`config.mk`:
```
export PLATFORM = sky130hd
export DESIGN_NAME = bfm_ahb_arbiter
export DESIGN_NICKNAME = d
export VERILOG_FILES = /design/src/rtl/bfm_ahb_arbiter.sv
export SDC_FILE = /design/constraint.sdc
export NUM_CORES = 1
export LEC_CHECK = 0
export ABC_AREA = 0
export CAP_MARGIN = 20
export CORE_UTILIZATION = 44
export CTS_BUF_LIST = sky130_fd_sc_hd__clkbuf_4
export CTS_CLUSTER_DIAMETER = 100
export DETAILED_ROUTE_END_ITERATION = 7
export GPL_TIMING_DRIVEN = 0
export PLACE_DENSITY = 0.78
export SYNTH_ARGS = -nofsm -noshare
export SYNTH_HDL_FRONTEND = slang
export SYNTH_SLANG_ARGS = --single-unit
```
`constraint.sdc`:
```
create_clock -name HCLK -period 2.3 [get_ports HCLK]
set_input_delay 0.345 -clock HCLK [delete_from_list [all_inputs] [get_ports HCLK]]
set_output_delay 0.345 -clock HCLK [all_outputs]
set_load 0.05 [all_outputs]
```
`src/rtl/bfm_ahb_arbiter.sv`:
```
// Multi-master AHB arbiter: one-hot grant, address/data-phase owner tracking, burst and lock protection.
// Optional build macro ARB_FIXED_PRIO_EN selects fixed-priority arbitration instead of round-robin.
module bfm_ahb_arbiter #(
    parameter int NMASTER   = 4,
    parameter int DEFMASTER = 0
) (
    input  logic               HCLK,
    input  logic               HRESETN,
    input  logic [NMASTER-1:0] HBUSREQ,
    input  logic [NMASTER-1:0] HLOCK,
    input  logic [1:0]         HTRANS,
    input  logic [2:0]         HBURST,
    input  logic               HREADY,
    output logic [NMASTER-1:0] HGRANT,
    output logic [3:0]         HMASTER,
    output logic [3:0]         HMASTER_D,
    output logic               HMASTLOCK
);
    localparam int IW = (NMASTER > 1) ? $clog2(NMASTER) : 1;
    localparam logic [IW-1:0]      DEF_IDX = IW'(DEFMASTER);
    localparam logic [NMASTER-1:0] DEF_OH  = NMASTER'(1) << DEFMASTER;

    localparam logic [1:0] TR_NONSEQ = 2'b10;
    localparam logic [1:0] TR_SEQ    = 2'b11;

    logic [3:0]         beat_cnt, cnt_nxt;
    logic [IW-1:0]      gidx, sel;
    logic [NMASTER-1:0] sel_oh;
    logic               lock_hold, arb_pt;

    // Remaining beats of a fixed-length burst after this edge.
    always_comb begin
        cnt_nxt = beat_cnt;
        if (HTRANS == TR_NONSEQ) begin
            case (HBURST)
                3'b010, 3'b011: cnt_nxt = 4'd3;
                3'b100, 3'b101: cnt_nxt = 4'd7;
                3'b110, 3'b111: cnt_nxt = 4'd15;
                default:        cnt_nxt = 4'd0;
            endcase
        end else if (HTRANS == TR_SEQ && beat_cnt != 4'd0) begin
            cnt_nxt = beat_cnt - 4'd1;
        end
    end

    assign lock_hold = HLOCK[gidx] & HBUSREQ[gidx];
    assign arb_pt    = HREADY && (cnt_nxt == 4'd0) && !lock_hold;

`ifdef ARB_FIXED_PRIO_EN
    // Descending scan so the lowest requesting index is the last write.
    always_comb begin
        sel = DEF_IDX;
        for (int i = NMASTER - 1; i >= 0; i--) begin
            if (HBUSREQ[IW'(i)]) sel = IW'(i);
        end
    end
`else
    // The current grant index doubles as the round-robin pointer.
    always_comb begin
        logic found;
        int   idx;
        sel   = DEF_IDX;
        found = 1'b0;
        idx   = 0;
        for (int k = 1; k <= NMASTER; k++) begin
            idx = int'(gidx) + k;
            if (idx >= NMASTER) idx = idx - NMASTER;
            if (!found && HBUSREQ[IW'(idx)]) begin
                sel   = IW'(idx);
                found = 1'b1;
            end
        end
    end
`endif

    always_comb begin
        sel_oh      = '0;
        sel_oh[sel] = 1'b1;
    end

    always_ff @(posedge HCLK or negedge HRESETN) begin
        if (!HRESETN) begin
            beat_cnt  <= 4'd0;
            gidx      <= DEF_IDX;
            HGRANT    <= DEF_OH;
            HMASTER   <= 4'(DEF_IDX);
            HMASTER_D <= 4'(DEF_IDX);
            HMASTLOCK <= 1'b0;
        end else if (HREADY) begin
            beat_cnt  <= cnt_nxt;
            HMASTER   <= 4'(gidx);
            HMASTER_D <= HMASTER;
            HMASTLOCK <= HLOCK[gidx];
            if (arb_pt) begin
                gidx   <= sel;
                HGRANT <= sel_oh;
            end
        end
    end
endmodule

```
==> results of run 1 <==
registers in the layout (all words and copies together), names as in the netlist:
register / cells
gidx: 2
HMASTLOCK: 1
HMASTER: 2
HMASTER_D: 2
beat_cnt: 4
HGRANT: 4
cells in the mapped netlist, types with 2 or more instances:
| cell type | instances |
|---|---|
| mux2_2 | 5 |
| mux2_4 | 4 |
| nand2_1 | 6 |
| buf_4 | 4 |
| mux2i_1 | 4 |
| nor2b_1 | 6 |
| a31oi_1 | 2 |
| dfrtp_1 | 14 |
| o21ai_0 | 3 |
| inv_1 | 7 |
| mux4_2 | 2 |
| nand2b_1 | 3 |
| o21ai_1 | 2 |
| nor2_1 | 3 |
| nor3_1 | 2 |
| a21oi_1 | 5 |
| clkbuf_1 | 3 |
| nand3_1 | 2 |
final cells by class:
| cell class | count | share of cell area [%] |
|---|---|---|
| clock buffer | 3 | 1.70 |
| timing repair buffer | 24 | 18.5 |
| clock inverter | 1 | 0.377 |
| multi-input combinational | 71 | 43.0 |
| tap | 27 | 2.55 |
| buffer | 8 | 3.49 |
| sequential | 15 | 28.4 |
| inverter | 7 | 1.98 |
through the flow:
step,power [mW],area (sq um)
finish,1.46,1330
CTS,1.45,1300
global route,1.54,1330
detailed placement,1.30,1250
global placement,1.28,1250
floorplan,1.05,1010
worst max-delay path, cell delays in order, from the launching register on:
cell and delay [ns]:
dfrtp_1 0.42, inv_1 0.11, ha_1 0.21, nor3b_4 0.29
mux2i_1 0.25, o221ai_2 0.14, nor3_4 0.22, buf_12 0.15
mux2_4 0.29
what timing repair did:
item	4_1_cts	5_1_grt
setup buffers	1	2
endpoints found under the setup margin	4	6
hold buffers	0	0
pin swaps	1	1
endpoints found under the hold margin	0	0
resized for setup	0	3
per-layer routing:
| metal | GRT usage [%] | vias to the layer above |
|---|---|---|
| met4 | 7.62 | 0 |
| met5 | 0 | - |
| li1 | - | 409 |
| met2 | 30.9 | 29 |
| met1 | 21.3 | 409 |
| met3 | 3.09 | 4 |
placed cells by master (no fill, tap or decap), types with 2 or more instances in the layout:
master / count
clkdlybuf4s50_1: 21
dfrtp_1: 14
inv_1: 6
nand2_1: 6
nor2b_1: 6
buf_4: 6
mux2_2: 5
a21oi_1: 5
mux2i_1: 4
mux2_4: 4
conb_1: 4
clkbuf_1: 3
o21ai_0: 3
nand2b_1: 3
nor2_1: 3
clkbuf_4: 3
mux4_2: 2
o21ai_1: 2
nand3_1: 2
nor3_1: 2
a31oi_1: 2
cell families (layout without fill, tap and decap cells):
logic type	Yosys count	after routing
DFF	15	15
other	1	4
adders and majority gates	1	1
muxes	15	15
and+or+nand+nor	31	31
AOI/OAI and AO/OA	20	20
buffers and inverters	15	43
how the worst max path moves through the flow:
stage | slack, ns | start | cells after the start | endpoint
floorplan | 0.17 | beat_cnt[0] | 7 | gidx[1]
global placement | -0.06 | HBUSREQ[1] | 6 | HGRANT[1]
detailed placement | -0.09 | HBUSREQ[1] | 6 | gidx[1]
CTS | 0.001 | beat_cnt[0] | 8 | gidx[1]
global route | 0.02 | beat_cnt[1] | 8 | gidx[1]
finish | 0.11 | beat_cnt[1] | 8 | HGRANT[1]
where the power goes:
part           leakage (nW)  switching (mW)  internal [mW]
sequential            0.175          0.0832          0.374
combinational         0.369           0.498          0.361
clock                0.0177          0.0828         0.0643
total                 0.561           0.664          0.799
==> impl_metrics.env, run 1 <==
export IMPL_status="finished clean"
export IMPL_start_util_pct=48.8
export IMPL_top_layer="met4"
export IMPL_grt_pass1_vias=818
export IMPL_synth_area_sq_um=996
export IMPL_stdcell_count=156
export IMPL_io_pin_count=29
export IMPL_gp_congestion=0.758
export IMPL_ys_seq_area_share_pct=37.8
export IMPL_worstSkewPairLatency_ns=0.27
export IMPL_yosysTopAreaCellShare_pct=35.2
export IMPL_r2r_start="beat_cnt[1]"
export IMPL_die_h_um=49.6
export IMPL_pre_cts_slack_ns=-0.0915
export IMPL_dp_cells=149
export IMPL_setup_viol=0
export IMPL_postRouteAntennaNets=0
export IMPL_setup_worst_path_end_class="flop"
export IMPL_hold_slack_ns=0.406
export IMPL_rows=16
export IMPL_cts_htree_levels=1
export IMPL_r2r_cells=8
export IMPL_via_per_inst=5.46
export IMPL_core_area_sq_um=2040
export IMPL_irDropWorstVdd_mv=0.773
export IMPL_overflow=0
export IMPL_rsz0062_at_grt="false"
export IMPL_required_ns=2.46
export IMPL_dr_pass1_iters=4
export IMPL_clock_fmax_mhz=457
export IMPL_die_w_um=49.6
export IMPL_grt_pass1_wl_um=3410
export IMPL_grt_antenna_before_repair=0
export IMPL_cts_max_path_buffers=2
export IMPL_leakage_nw=0.561
export IMPL_routed_wl_um=2110
export IMPL_crit_path_start_kind="flop"
export IMPL_min_to="beat_cnt[1]"
export IMPL_dr_total_vias=851
export IMPL_routedWlPerCell_um=13.5
export IMPL_final_core_util_pct=65.0
export IMPL_drt_iter0_drc=13
export IMPL_ys_ff_latch=15
export IMPL_synth_area_top_cells="dfrtp_1 (35%), mux2_4 (6.0%), mux2_2 (5.7%)"
export IMPL_regArea_sq_um=377
export IMPL_holdPathStages=2
export IMPL_m1WireLength_um=860
export IMPL_cts_made_buffers=3
export IMPL_drv_slew=0
export IMPL_fin_ws_ns=0.113
export IMPL_wl_met3_um=98
export IMPL_track_usage_pct=17.7
export IMPL_yosys_warnings=0
export IMPL_synth_simple_area_share_pct=19.5
export IMPL_synthAdderAreaFrac_pct=1.26
export IMPL_drive_above_1_share_pct=24.0
export IMPL_synthArstFlopShare_pct=100
export IMPL_antenna_cells=0
export IMPL_cts_sinks=15
export IMPL_ys_flop_type="dfrtp_1"
export IMPL_hp_start="HTRANS[0]"
export IMPL_critical_path_arrival_ns=2.35
export IMPL_synth_compound_area_share_pct=13.6
export IMPL_port_buffers=21
export IMPL_cts_root_buf="clkbuf_4"
export IMPL_syn_to_final_growth_pct=33.2
export IMPL_yosys_area_share_xor_xnor_pct=0
export IMPL_synth_top_area_cell="dfrtp_1"
export IMPL_synth_top_family_by_area="multiplexers"
export IMPL_multi_input_area_sq_um=571
export IMPL_finalHoldViolCount=0
export IMPL_hpwl_um=1560
export IMPL_period_share_pct=95.1
export IMPL_grt_max_degree=16
export IMPL_rr_endpoint="HGRANT[1]"
export IMPL_synth_cell_types=39
export IMPL_r2r_slack_ns=0.11
export IMPL_synth_mux_area_fraction_pct=20.2
export IMPL_holdCritPathClass="in -> reg"
export IMPL_skew_ns=0.00554
export IMPL_pwr_density_cell_nw_per_um2=1100
export IMPL_period_minus_slack_ns=2.19
export IMPL_fillers=174
export IMPL_synth_cells=98
export IMPL_tns_ns=0
export IMPL_critPathKind="reg -> reg"
export IMPL_syn_avg_cell_area_sq_um=10.2
export IMPL_worst_pin_slew_ns=0.655
export IMPL_relSlewSlack_pct=56.2
export IMPL_die_area_sq_um=2460
export IMPL_cts_tree="done"
export IMPL_synth_edff_count=0
export IMPL_drc=0
export IMPL_crit_fanout=6
export IMPL_drv_cap=0
export IMPL_nets=147
export IMPL_cts_clk_slew_worst_paths_ns=0.09
export IMPL_met2_length_um=1130
Power figures use the tool's default switching activity.
==> run 2: changes to the inputs <==
--- a/config.mk
+++ b/config.mk
@@ -13,6 +13,7 @@
 export DETAILED_ROUTE_END_ITERATION = 7
 export GPL_TIMING_DRIVEN = 0
 export PLACE_DENSITY = 0.78
+export SLEW_MARGIN = 25
 export SYNTH_ARGS = -nofsm -noshare
 export SYNTH_HDL_FRONTEND = slang
 export SYNTH_SLANG_ARGS = --single-unit
==> results of run 2 <==
Same layout as run 1: the final DEF is identical, and so are final timing and power.
==> run 3: changes to the inputs <==
--- a/config.mk
+++ b/config.mk
@@ -7,12 +7,14 @@
 export LEC_CHECK = 0
 export ABC_AREA = 0
 export CAP_MARGIN = 20
-export CORE_UTILIZATION = 44
+export CELL_PAD_IN_SITES_DETAIL_PLACEMENT = 0
+export CELL_PAD_IN_SITES_GLOBAL_PLACEMENT = 1
+export CORE_UTILIZATION = 33
 export CTS_BUF_LIST = sky130_fd_sc_hd__clkbuf_4
 export CTS_CLUSTER_DIAMETER = 100
 export DETAILED_ROUTE_END_ITERATION = 7
 export GPL_TIMING_DRIVEN = 0
-export PLACE_DENSITY = 0.78
+export PLACE_DENSITY_LB_ADDON = 0.1
 export SLEW_MARGIN = 25
 export SYNTH_ARGS = -nofsm -noshare
 export SYNTH_HDL_FRONTEND = slang
==> run 3 against run 2 <==
Effect of this change:
- the run now ends with design-rule violations left
- cell count rose by 2.6%
- largest power group unchanged
- power fell by 0.20%
- clock power rose by 10%
- die area rose by 32%
- critical path depth did not move
- hold slack got worse by 0.011 ns
==> impl_metrics.env, run 3 (same netlist as run 1, synthesis figures left out) <==
export IMPL_cts_tree="done"
export IMPL_final_common_cell="clkdlybuf4s50_1"
export IMPL_dp_cells=153
export IMPL_gp_congestion=0.833
export IMPL_layout_common_cells="clkdlybuf4s50_1 (21), dfrtp_1 (14), buf_4 (7)"
export IMPL_syn_to_final_growth_pct=32.7
export IMPL_grt_max_degree=16
export IMPL_overflow=0
export IMPL_cp_cell_sequence="inv_1 -> ha_1 -> nor3b_4 -> mux2i_1 -> o221ai_2 -> nor3_4 -> buf_4 -> mux2_4"
export IMPL_period_share_pct=94.6
export IMPL_pwr_share_clk_pct=11.1
export IMPL_setup_worst_path_end_class="flop"
export IMPL_holdCritPathClass="in -> reg"
export IMPL_grt_pass1_wl_um=3420
export IMPL_crit_path_start_kind="flop"
export IMPL_critPathKind="reg -> reg"
export IMPL_port_buffers=21
export IMPL_cts_made_buffers=3
export IMPL_relSlewSlack_pct=55.3
export IMPL_skew_ns=0.0122
export IMPL_p_sw_mw=0.652
export IMPL_holdBufCountCts=0
export IMPL_grt_pass1_vias=785
export IMPL_irDropWorstVdd_mv=0.618
export IMPL_grt_antenna_before_repair=0
export IMPL_worstSkewPairLatency_ns=0.28
export IMPL_drv_cap=0
export IMPL_period_minus_slack_ns=2.18
export IMPL_pwr_density_cell_nw_per_um2=1100
export IMPL_cp_slowest_stage_delay_ns=0.43
export IMPL_drv_slew=0
export IMPL_drt_iter0_drc=18
export IMPL_nets=147
export IMPL_tns_ns=0
export IMPL_rows=19
export IMPL_die_w_um=56.9
export IMPL_routed_wl_um=2040
export IMPL_cts_clk_slew_worst_paths_ns=0.10
export IMPL_cts_sinks=15
export IMPL_cell_internal_pwr_mw=0.808
export IMPL_cts_htree_levels=1
export IMPL_pwr_share_comb_pct=57.4
export IMPL_cts_max_path_buffers=2
export IMPL_drive_above_1_share_pct=24.0
export IMPL_hold_slack_ns=0.395
export IMPL_die_h_um=56.9
export IMPL_stdcell_count=160
export IMPL_crit_fanout=4
export IMPL_die_area_sq_um=3240
export IMPL_start_util_pct=35.5
export IMPL_dr_total_vias=818
export IMPL_drc=4
export IMPL_antenna_cells=0
export IMPL_track_usage_pct=13.5
export IMPL_top_regs="HGRANT x4, beat_cnt x4"
export IMPL_core_area_sq_um=2810
export IMPL_status="complete, but fails checks"
export IMPL_cts_root_buf="clkbuf_4"
export IMPL_clock_fmax_mhz=459
export IMPL_via_per_inst=5.11
export IMPL_finalHoldViolCount=0
export IMPL_switching_share_pct=44.7
export IMPL_failed_checks="design-rule violations"
export IMPL_dr_pass1_iters=6
export IMPL_leakage_nw=0.560
export IMPL_routedWlPerCell_um=12.8
export IMPL_postRouteAntennaNets=0
export IMPL_p_seq_share_pct=31.6
export IMPL_fillers=279
export IMPL_critical_path_arrival_ns=2.35
export IMPL_crit_path_top_delay_cell="dfrtp_1"
export IMPL_hpwl_um=1540
export IMPL_worst_pin_slew_ns=0.669
export IMPL_setup_viol=0
export IMPL_io_pin_count=29
export IMPL_required_ns=2.48
==> run 3: cell types whose count changed in the layout (fill, tap and decap cells not counted) <==
cell      previous run  this run
clkinv_2             1         0
buf_4                6         7
clkbuf_4             3         4
buf_12               1         0
==> run 3: worst max-delay path, delay by kind of cell, from the launching register on <==
family	cells	cell delay, ns
buf+inv	2	0.27
simple gates	2	0.47
mux	2	0.56
flops	1	0.43
fa+ha+maj	1	0.19
compound gates	1	0.14
==> run 3: layout make-up <==
class                           count  area (sq um)  share of cell area (%)
Multi-Input combinational cell     71           571                    43.2
Sequential cell                    15           377                    28.5
Timing Repair Buffer               24           233                    17.6
Buffer                              8          46.3                    3.50
Tap cell                           31          38.8                    2.94
Clock buffer                        4          30.0                    2.27
Inverter                            7          26.3                    1.99
==> run 3: worst paths after layout <==
kind                            slack [ns]  cells after the start           end    startpoint
worst min-delay path                  0.40                      2   beat_cnt[1]     HTRANS[0]
min in group asynchronous             0.46                      1   beat_cnt[1]       HRESETN
worst max register to register        0.12                      8     HGRANT[1]   beat_cnt[1]
max in group asynchronous             1.40                      1   beat_cnt[3]       HRESETN
worst max-delay path                  0.12                      8     HGRANT[1]   beat_cnt[1]
worst min register to register        0.52                      1  HMASTER_D[1]  HMASTER_D[1]
==> run 3: timing repair <==
action	in CTS	in global routing
endpoints found under the setup margin	4	4
gates resized for setup	1	2
pin swaps	1	0
setup buffers	2	1
==> run 3: through the flow <==
stage	utilization (%)	total power [mW]	setup slack, ns	area, sq um
3_3_place_gp	44.8	1.29	-0.0706	1260
5_1_grt	47.1	1.55	-0.0208	1320
4_1_cts	46.6	1.47	0.0295	1310
6_report	47.1	1.46	0.123	1320
3_5_place_dp	44.8	1.30	-0.0869	1260
2_1_floorplan	-	1.05	0.169	1010
==> run 3: per-layer routing <==
layer  global-route usage, %  vias up  part of all wire [%]
met2                    21.7       21                    48
met5                       0        -                     0
met3                    2.04        4                   4.4
li1                        -      405                     -
met4                    7.32        0                   1.8
met1                    17.6      388                    46
==> run 3: power by group through the flow <==
stage	clock network, mW	registers, mW	logic, mW
floorplan	0	0.707	0.345
global placement	0	0.460	0.826
detailed placement	0	0.465	0.831
CTS	0.168	0.464	0.839
global route	0.182	0.479	0.893
finish	0.162	0.461	0.838
